**src/rtl/counter_seq_ctrl_if.sv**
```systemverilog
// counter_seq_ctrl_if: requester/controller bundle (start, limit, repeat_mode, pause, abort, ack in; cnt_en, q, busy, tc, done out; down when COUNTER_SEQ_CTRL_DOWN_EN)
interface counter_seq_ctrl_if #(parameter int WIDTH = 4);
  logic             start;
  logic [WIDTH-1:0] limit;
  logic             repeat_mode;
  logic             pause;
  logic             abort;
  logic             ack;
`ifdef COUNTER_SEQ_CTRL_DOWN_EN
  logic             down;
`endif
  logic             cnt_en;
  logic [WIDTH-1:0] q;
  logic             busy;
  logic             tc;
  logic             done;
  modport master (
`ifdef COUNTER_SEQ_CTRL_DOWN_EN
    output down,
`endif
    output start, limit, repeat_mode, pause, abort, ack,
    input  cnt_en, q, busy, tc, done
  );
  modport slave (
`ifdef COUNTER_SEQ_CTRL_DOWN_EN
    input  down,
`endif
    input  start, limit, repeat_mode, pause, abort, ack,
    output cnt_en, q, busy, tc, done
  );
endinterface

```
**src/rtl/counter_seq_ctrl.sv**
```systemverilog
// counter_seq_ctrl: sequences a WIDTH-bit counter 0..limit (one-shot or auto-reload) with pause/abort and done/ack; clk, clear (sync active-high), bus (slave); COUNTER_SEQ_CTRL_DOWN_EN adds down-counting
module counter_seq_ctrl #(
  parameter int WIDTH = 4
) (
  input logic clk,
  input logic clear,
  counter_seq_ctrl_if.slave bus
);
  typedef enum logic [1:0] {IDLE = 2'd0, RUN = 2'd1, DONE = 2'd2} state_t;
  state_t           r_state, w_state;
  logic [WIDTH-1:0] r_q, w_q, r_limit, w_load, w_reload, w_step;
  logic             r_repeat, w_accept, w_term;
`ifdef COUNTER_SEQ_CTRL_DOWN_EN
  logic             r_down;
  assign w_term   = r_down ? (r_q == '0) : (r_q == r_limit);
  assign w_load   = bus.down ? bus.limit : '0;
  assign w_reload = r_down ? r_limit : '0;
  assign w_step   = r_down ? r_q - 1'b1 : r_q + 1'b1;
`else
  assign w_term   = r_q == r_limit;
  assign w_load   = '0;
  assign w_reload = '0;
  assign w_step   = r_q + 1'b1;
`endif
  assign w_accept   = (r_state == IDLE) & bus.start & ~bus.abort;
  assign bus.cnt_en = (r_state == RUN) & ~bus.pause & ~bus.abort;
  assign bus.tc     = bus.cnt_en & w_term;
  assign bus.busy   = r_state == RUN;
  assign bus.done   = r_state == DONE;
  assign bus.q      = r_q;
  // Priority inside RUN: abort, then terminal hit, then pause/increment (cnt_en already folds in pause).
  always_comb begin
    w_state = r_state;
    w_q     = r_q;
    case (r_state)
      IDLE: begin
        w_q = w_accept ? w_load : '0;
        if (w_accept) w_state = RUN;
      end
      RUN: begin
        if (bus.abort) begin
          w_state = IDLE;
          w_q     = '0;
        end else if (bus.tc) begin
          if (!r_repeat) w_state = DONE;
          w_q = r_repeat ? w_reload : r_q;
        end else if (bus.cnt_en) begin
          w_q = w_step;
        end
      end
      DONE: begin
        if (bus.abort | bus.ack) begin
          w_state = IDLE;
          w_q     = '0;
        end
      end
      default: begin
        w_state = IDLE;
        w_q     = '0;
      end
    endcase
  end
  always_ff @(posedge clk) begin
    if (clear) begin
      r_state  <= IDLE;
      r_q      <= '0;
      r_limit  <= '0;
      r_repeat <= 1'b0;
`ifdef COUNTER_SEQ_CTRL_DOWN_EN
      r_down   <= 1'b0;
`endif
    end else begin
      r_state <= w_state;
      r_q     <= w_q;
      if (w_accept) begin
        r_limit  <= bus.limit;
        r_repeat <= bus.repeat_mode;
`ifdef COUNTER_SEQ_CTRL_DOWN_EN
        r_down   <= bus.down;
`endif
      end
    end
  end
endmodule

```
**src/flat_wrapper.sv**
```systemverilog
// flat-port wrapper written by rule: the top's interface ports become plain ports
module counter_seq_ctrl_flat 
#(
  parameter int WIDTH = 4
)
  (clk, clear, bus_start, bus_limit, bus_repeat_mode, bus_pause, bus_abort, bus_ack, bus_cnt_en, bus_q, bus_busy, bus_tc, bus_done);
  counter_seq_ctrl_if #(.WIDTH(WIDTH)) bus_i ();
  input logic clk;
  input logic clear;
  input wire logic [$bits(bus_i.start)-1:0] bus_start;
  input wire logic [$bits(bus_i.limit)-1:0] bus_limit;
  input wire logic [$bits(bus_i.repeat_mode)-1:0] bus_repeat_mode;
  input wire logic [$bits(bus_i.pause)-1:0] bus_pause;
  input wire logic [$bits(bus_i.abort)-1:0] bus_abort;
  input wire logic [$bits(bus_i.ack)-1:0] bus_ack;
  output wire logic [$bits(bus_i.cnt_en)-1:0] bus_cnt_en;
  output wire logic [$bits(bus_i.q)-1:0] bus_q;
  output wire logic [$bits(bus_i.busy)-1:0] bus_busy;
  output wire logic [$bits(bus_i.tc)-1:0] bus_tc;
  output wire logic [$bits(bus_i.done)-1:0] bus_done;
  assign bus_i.start = bus_start;
  assign bus_i.limit = bus_limit;
  assign bus_i.repeat_mode = bus_repeat_mode;
  assign bus_i.pause = bus_pause;
  assign bus_i.abort = bus_abort;
  assign bus_i.ack = bus_ack;
  assign bus_cnt_en = bus_i.cnt_en;
  assign bus_q = bus_i.q;
  assign bus_busy = bus_i.busy;
  assign bus_tc = bus_i.tc;
  assign bus_done = bus_i.done;
  counter_seq_ctrl #(.WIDTH(WIDTH)) u_core (.clk(clk), .clear(clear), .bus(bus_i));
endmodule
```
**config.mk**
```make
export PLATFORM = sky130hd
export DESIGN_NAME = counter_seq_ctrl_flat
export DESIGN_NICKNAME = d
export VERILOG_FILES = /design/src/rtl/counter_seq_ctrl_if.sv /design/src/rtl/counter_seq_ctrl.sv /design/src/flat_wrapper.sv
export SDC_FILE = /design/constraint.sdc
export NUM_CORES = 1
export LEC_CHECK = 0
export ABC_CLOCK_PERIOD_IN_PS = 2900
export CORE_MARGIN = 5
export CORE_UTILIZATION = 45
export CTS_BUF_LIST = sky130_fd_sc_hd__clkbuf_4
export CTS_CLUSTER_DIAMETER = 80
export DETAILED_ROUTE_END_ITERATION = 8
export MAX_ROUTING_LAYER = met4
export PLACE_DENSITY = 0.82
export SLEW_MARGIN = 20
export SYNTH_ARGS = -nofsm -noshare
export SYNTH_HDL_FRONTEND = slang
export SYNTH_SLANG_ARGS = --single-unit
export TNS_END_PERCENT = 10
```
**constraint.sdc**
```tcl
create_clock -name clk -period 2.9 [get_ports clk]
set_clock_uncertainty 0.1 [all_clocks]
set_input_delay 0.435 -clock clk [delete_from_list [all_inputs] [get_ports clk]]
set_output_delay 0.435 -clock clk [all_outputs]
set_load 0.01 [all_outputs]
```
==> results.md, run 1 <==
* Worst r2r src: u_core.bus.q[2]
* Hold crit path type: register to register
* Util after Layout at 0.646
* Clock-pin transition on the worst setup and hold timing paths at 0.08 ns
* Post-Syn Area at 604 um^2
* LEAKAGE at 0.000290 uW
* Setup Fix Bufs, Post-CTS at 0
* Global-route wire length before repair at 2170 um
* Peak VDD IR at 0.290 mV
* Cell taking the most area after synthesis: dfxtp_1
* Synth cell count leaders: dfxtp_1, nor2_1, mux2i_1, nand2_1
* # port buffers at 18
* Power Total at 329 uW
* Final hold vios at 0
* Starting density of the core at 0.470
* R2R depth at 4
* Core ar. at 1280 um^2
* Residual DRC at 0
* # rows at 13
* GRT met3 Usage at 0.0234
* Cts repair resizes at 0
* P&R area growth vs syn at 37.3%
* Fmax at 385 MHz
* Grt total ovfl at 0
* Drt total wl at 1320 um
* Largest net degree at the start of global routing at 10
* NetSw at 82.5 uW
* TritonCTS Buffers at 3
* Synth top area share at 0.364
* Initial DRC count at 4
* CTS sink cnt at 11
* Final net count at 96
* Count leader, synth: dfxtp_1
* Crit path launch type: register
* Leading post-synthesis cells by cell area: dfxtp_1, mux2i_1, xnor2_2, nor2_1, nor4b_4
* HPWL Detailed at 1030 um
* Syn_area_per_cell at 9.75 um^2
* Final Setup Violations at 0
* Worst skew pair latency at 0.27 ns
* Layout cells sized above 1 at 0.145
* Synth Net Count at 74
* Final non-filler cell total at 98
* GRT met2 Usage at 0.225
* P_int at 247 uW
* Met1 Use GR at 0.180
* Part of the power in registers at 0.488
* GP Congestion at 0.783
* Logic pwr share at 0.159
* Switching fraction of total power at 0.251
* Die width at 46.6 um
* Fin crit period at 2.60 ns
* Asr flop ratio synth at 0
* #FFs+latches synth at 11
* Post-Place Cells at 94
* Post-synthesis sequential area ratio at 0.364
* CTS tree: done
* Hold Path End: u_core.r_limit[0]
* Critical Path AT at 2.06 ns
* Gr busiest metal: met2
* Post-synth cell types at 28
* Yosys warns at 0
* Worst reg-to-reg setup slack at 1.36 ns
* Die height at 46.6 um
* FF-to-FF End: u_core.bus.q[1]
* RSZ-0062 raised after global routing: no
* Critical path type: register to output port
* DRT antenna net count at 0
* CTS Buffer Depth at 2
* CTS Root Cell: clkbuf_4
* Tot GR Track Use at 0.146
* Worst Tran Pin Value at 0.518 ns
* Max Transition Viols Final at 0
* WL/cell at 13.4 um
* Pwr dens at 397 nW/um^2
* Clock share of power at 0.353
* Worst Setup End Kind: output port
* CP Data Required Time at 2.37 ns
* Number of synthesized flops with an enable pin at 0
* Worst slew margin at 0.653
* Setup TNS at 0 ns
* H-Tree Depth at 1
* CTS Hold Bufs at 0
* Period utilization at 0.895
* Post-synth top flop: dfxtp_1
* Die ar. at 2180 um^2
* Max cap viols at 0
* DR vias at 563
* CP max FO at 9
* Outcome: complete, no violations
* Worst Hold Depth at 2
* Number of global-route vias before repair at 505
* Ant diodes at 0
* Mapped Cells at 62
* Io pins at 19
* Hold_sp: u_core.r_limit[0]
* Initial antenna violation count at 0
* DR pass1 iterations at 4
* Via/cell ratio at 5.74
-- per-layer routing --
| layer | wire [um] | vias to the layer above |
|---|---|---|
| li1 | - | 270 |
| met1 | 585 | 270 |
| met2 | 617 | 18 |
| met3 | 80 | 5 |
| met4 | 35 | 0 |
| met5 | 0 | - |
-- state kept, by name (all words and copies together), names as in the netlist --
register / cells
u_core.r_state: 2
u_core.bus.q: 4
u_core.r_limit: 4
u_core.r_repeat: 1
-- cells by family after synthesis --
family,after synthesis,share of synthesized area
mux,5,0.0828
simple gates,27,0.294
fa+ha+maj,1,0.0207
flops,11,0.364
xor+xnor,5,0.110
compound gates,10,0.110
buf+inv,3,0.0186
-- power groups by stage --
stage,registers [uW],logic [uW],clock network (uW)
final,161,52.4,116
after detailed placement,164,52.7,0
after global routing,161,56.8,127
after CTS,161,52.7,119
after floorplan,163,28.7,0
after global placement,164,50.9,0
-- per-stage QoR --
step,area (um^2),setup slack (ns),hold slack [ns]
2_1_floorplan,604,1.16,0.382
3_3_place_gp,800,0.531,0.399
3_5_place_dp,800,0.442,0.419
4_1_cts,830,0.301,0.436
5_1_grt,830,0.155,0.460
6_report,830,0.303,0.424
-- layout by cell type, fill, tap and decap left out --
| cell | instances |
|---|---|
| nand2_1 | 5 |
| nand4_2 | 1 |
| ha_1 | 1 |
| xor2_1 | 1 |
| and2b_1 | 1 |
| o21ai_0 | 1 |
| nor3_1 | 1 |
| o22ai_1 | 2 |
| clkdlybuf4s50_1 | 18 |
| nor4_1 | 3 |
| dfxtp_1 | 11 |
| inv_1 | 2 |
| xnor2_1 | 1 |
| o21ai_1 | 1 |
| nor3b_1 | 1 |
| clkbuf_4 | 4 |
| o22a_2 | 1 |
| nand2b_4 | 1 |
| mux2i_1 | 5 |
| o31ai_1 | 1 |
| o21a_1 | 1 |
| nand3_1 | 3 |
| a21oi_1 | 2 |
| xnor2_2 | 3 |
| nor2_1 | 7 |
| nand4b_1 | 2 |
| o31a_1 | 1 |
| and4b_2 | 1 |
| nor4b_4 | 1 |
-- worst max-delay path, cell delays in order, from the launching register on --
cell and delay [ns]:
dfxtp_1 0.49, xnor2_2 0.16, nand4_2 0.24, nor4_1 0.29, clkdlybuf4s50_1 0.61
-- worst max-delay path by stage --
stage / slack (ns) / start / depth (start not counted) / endpoint
floorplan: 1.16 / u_core.bus.q[2] / 3 / bus_tc
global placement: 0.53 / bus_pause / 3 / bus_tc
detailed placement: 0.44 / bus_abort / 3 / bus_tc
CTS: 0.30 / u_core.bus.q[2] / 4 / bus_tc
global route: 0.16 / u_core.bus.q[2] / 4 / bus_tc
finish: 0.30 / u_core.bus.q[2] / 4 / bus_tc
-- area by class of cell --
class                           count  area [um^2]
Fill cell                         110          455
Multi-Input combinational cell     48          373
Sequential cell                    11          220
Timing Repair Buffer               18          180
Clock buffer                        4         30.0
Tap cell                           15         18.8
Inverter                            2         7.51
Note: power is estimated with default switching activity, not from simulation.
==> run 2: changes to the inputs <==
--- a/config.mk
+++ b/config.mk
@@ -6,11 +6,12 @@
 export NUM_CORES = 1
 export LEC_CHECK = 0
 export ABC_CLOCK_PERIOD_IN_PS = 2900
-export CORE_MARGIN = 5
-export CORE_UTILIZATION = 45
+export CORE_AREA = 5 5 42 44
 export CTS_BUF_LIST = sky130_fd_sc_hd__clkbuf_4
 export CTS_CLUSTER_DIAMETER = 80
 export DETAILED_ROUTE_END_ITERATION = 8
+export DIE_AREA = 0 0 47 49
+export GPL_ROUTABILITY_DRIVEN = 0
 export MAX_ROUTING_LAYER = met4
 export PLACE_DENSITY = 0.82
 export SLEW_MARGIN = 20
==> results.md, run 2 (synthesized netlist as in run 1, its figures left out) <==
* Critical path type: register to output port
* # port buffers at 18 (unchanged)
* Fmax at 392 MHz (+1.7%)
* Max cap viols at 0 (unchanged)
* CTS tree: done
* Number of global-route vias before repair at 565 (+12%)
* Worst slack at placement at 0.459 ns (+0.0168 ns)
* DRT antenna net count at 0 (unchanged)
* Worst slew margin at 0.648 (-0.00543)
* CTS Root Cell: clkbuf_4
* Final net count at 96 (unchanged)
* DR vias at 531 (-5.7%)
* Drt total wl at 1330 um (+0.68%)
* Most common cell after layout, fill and taps aside: clkdlybuf4s50_1
* Io pins at 19 (unchanged)
* Grt total ovfl at 0 (unchanged)
* Die height at 49 um (+5.0%)
* Final setup margin at 0.346 ns (+0.0433 ns)
* Period utilization at 0.881 (-0.0149)
* Tot GR Track Use at 0.142 (-0.00433)
* Slowest-stage cell, CP: clkdlybuf4s50_1
* CP Data Required Time at 2.37 ns (about the same)
* Placed Instance Area at 801 um^2 (+0.16%)
* RSZ-0062 raised after global routing: no
* Outcome: complete, no violations
* Critical Path Max Stage Delay at 0.61 ns (about the same)
* Worst Setup End Kind: output port
* Ant diodes at 0 (unchanged)
* WL/cell at 13.4 um (-0.33%)
* Final non-filler cell total at 99 (+1.0%)
* Power Total at 330 uW (+0.22%)
* CTS sink cnt at 11 (unchanged)
* Core ar. at 1400 um^2 (+9.1%)
* CP cell instances: xnor2_2 -> nand4_2 -> nor4_1 -> clkdlybuf4s50_1
* # rows at 14 (+1)
* Via/cell ratio at 5.36 (-6.6%)
* Die ar. at 2300 um^2 (+5.8%)
* Critical Path AT at 2.02 ns (-0.04 ns)
* CTS Buffer Depth at 2 (unchanged)
* DR pass1 iterations at 4 (unchanged)
* Peak VDD IR at 0.238 mV (-18%)
* Largest net degree at the start of global routing at 10 (unchanged)
* LEAKAGE at 0.000290 uW (unchanged)
* Hold crit path type: register to register
* Initial DRC count at 13 (+9)
* Clock-pin transition on the worst setup and hold timing paths at 0.08 ns (about the same)
* H-Tree Depth at 1 (unchanged)
* Setup Fix Bufs, Post-CTS at 0 (unchanged)
* Pwr dens at 397 nW/um^2 (about the same)
* Worst skew pair latency at 0.26 ns (about the same)
* Starting density of the core at 0.431 (-0.0391)
* Worst Tran Pin Value at 0.523 ns (+0.00550 ns)
* Global-route wire length before repair at 2430 um (+12%)
* Post-Place Cells at 95 (+1.1%)
* Cts repair resizes at 0 (unchanged)
* Layout cells sized above 1 at 0.145 (unchanged)
* Fin crit period at 2.55 ns (-0.0433 ns)
* Crit path launch type: register
* Final Setup Violations at 0 (unchanged)
* Residual DRC at 0 (unchanged)
* Max Transition Viols Final at 0 (unchanged)
* CP max FO at 9 (unchanged)
* CTS Hold Bufs at 0 (unchanged)
* Most frequent cells in the layout: clkdlybuf4s50_1, dfxtp_1, nor2_1
* HPWL Detailed at 986 um (-4.6%)
* P&R area growth vs syn at 37.5%
* TritonCTS Buffers at 3 (unchanged)
* Initial antenna violation count at 0 (unchanged)
* Finished Cell Area at 831 um^2 (+0.15%)
* WP buf/inv at 1 (unchanged)
* Setup TNS at 0 ns (unchanged)
* Cell family with most CP delay: buffers and inverters
* Final hold vios at 0 (unchanged)
* Die width at 47 um (+0.76%)
## run 2: metrics by stage
stage,utilization,hold WS [ns]
3_3_place_gp,0.571,0.400
6_report,0.593,0.444
2_1_floorplan,-,0.382
4_1_cts,0.593,0.444
3_5_place_dp,0.571,0.420
5_1_grt,0.593,0.484
## run 2: power by group
group          switching [uW]  internal, uW
Combinational            23.7          28.5
Clock                    54.3          62.5
Sequential               5.47           155
## run 2: worst reg2reg max path, stage by stage, from the launching register on
cell	delay [ns]
dfxtp_1	0.47
xnor2_2	0.15
nand4_2	0.25
o31a_1	0.35
o22ai_1	0.14
## run 2: routing by layer
metal	part of all wire	track usage	routed length (um)
met1	0.49	0.200	650
met2	0.45	0.199	600
met3	0.051	0.0332	68
met4	0.0060	0.0415	8
met5	0	-	0
## run 2: worst paths after layout
kind	startpoint	end	slack (ns)	cells past startpoint
setup reg to reg	u_core.bus.q[2]	u_core.bus.q[3]	1.36	4
hold / removal	u_core.bus.q[0]	u_core.bus.q[0]	0.44	2
hold reg to reg	u_core.bus.q[0]	u_core.bus.q[0]	0.44	2
setup / recovery	u_core.bus.q[2]	bus_tc	0.35	4
## run 2: area by class of cell
class / instances / area, um^2
repair buffers: 18 / 180
fillers: 140 / 571
clock buffers: 4 / 30.0
well taps: 16 / 20.0
flip-flops and latches: 11 / 220
multi-input cells: 48 / 373
inverters: 2 / 7.51
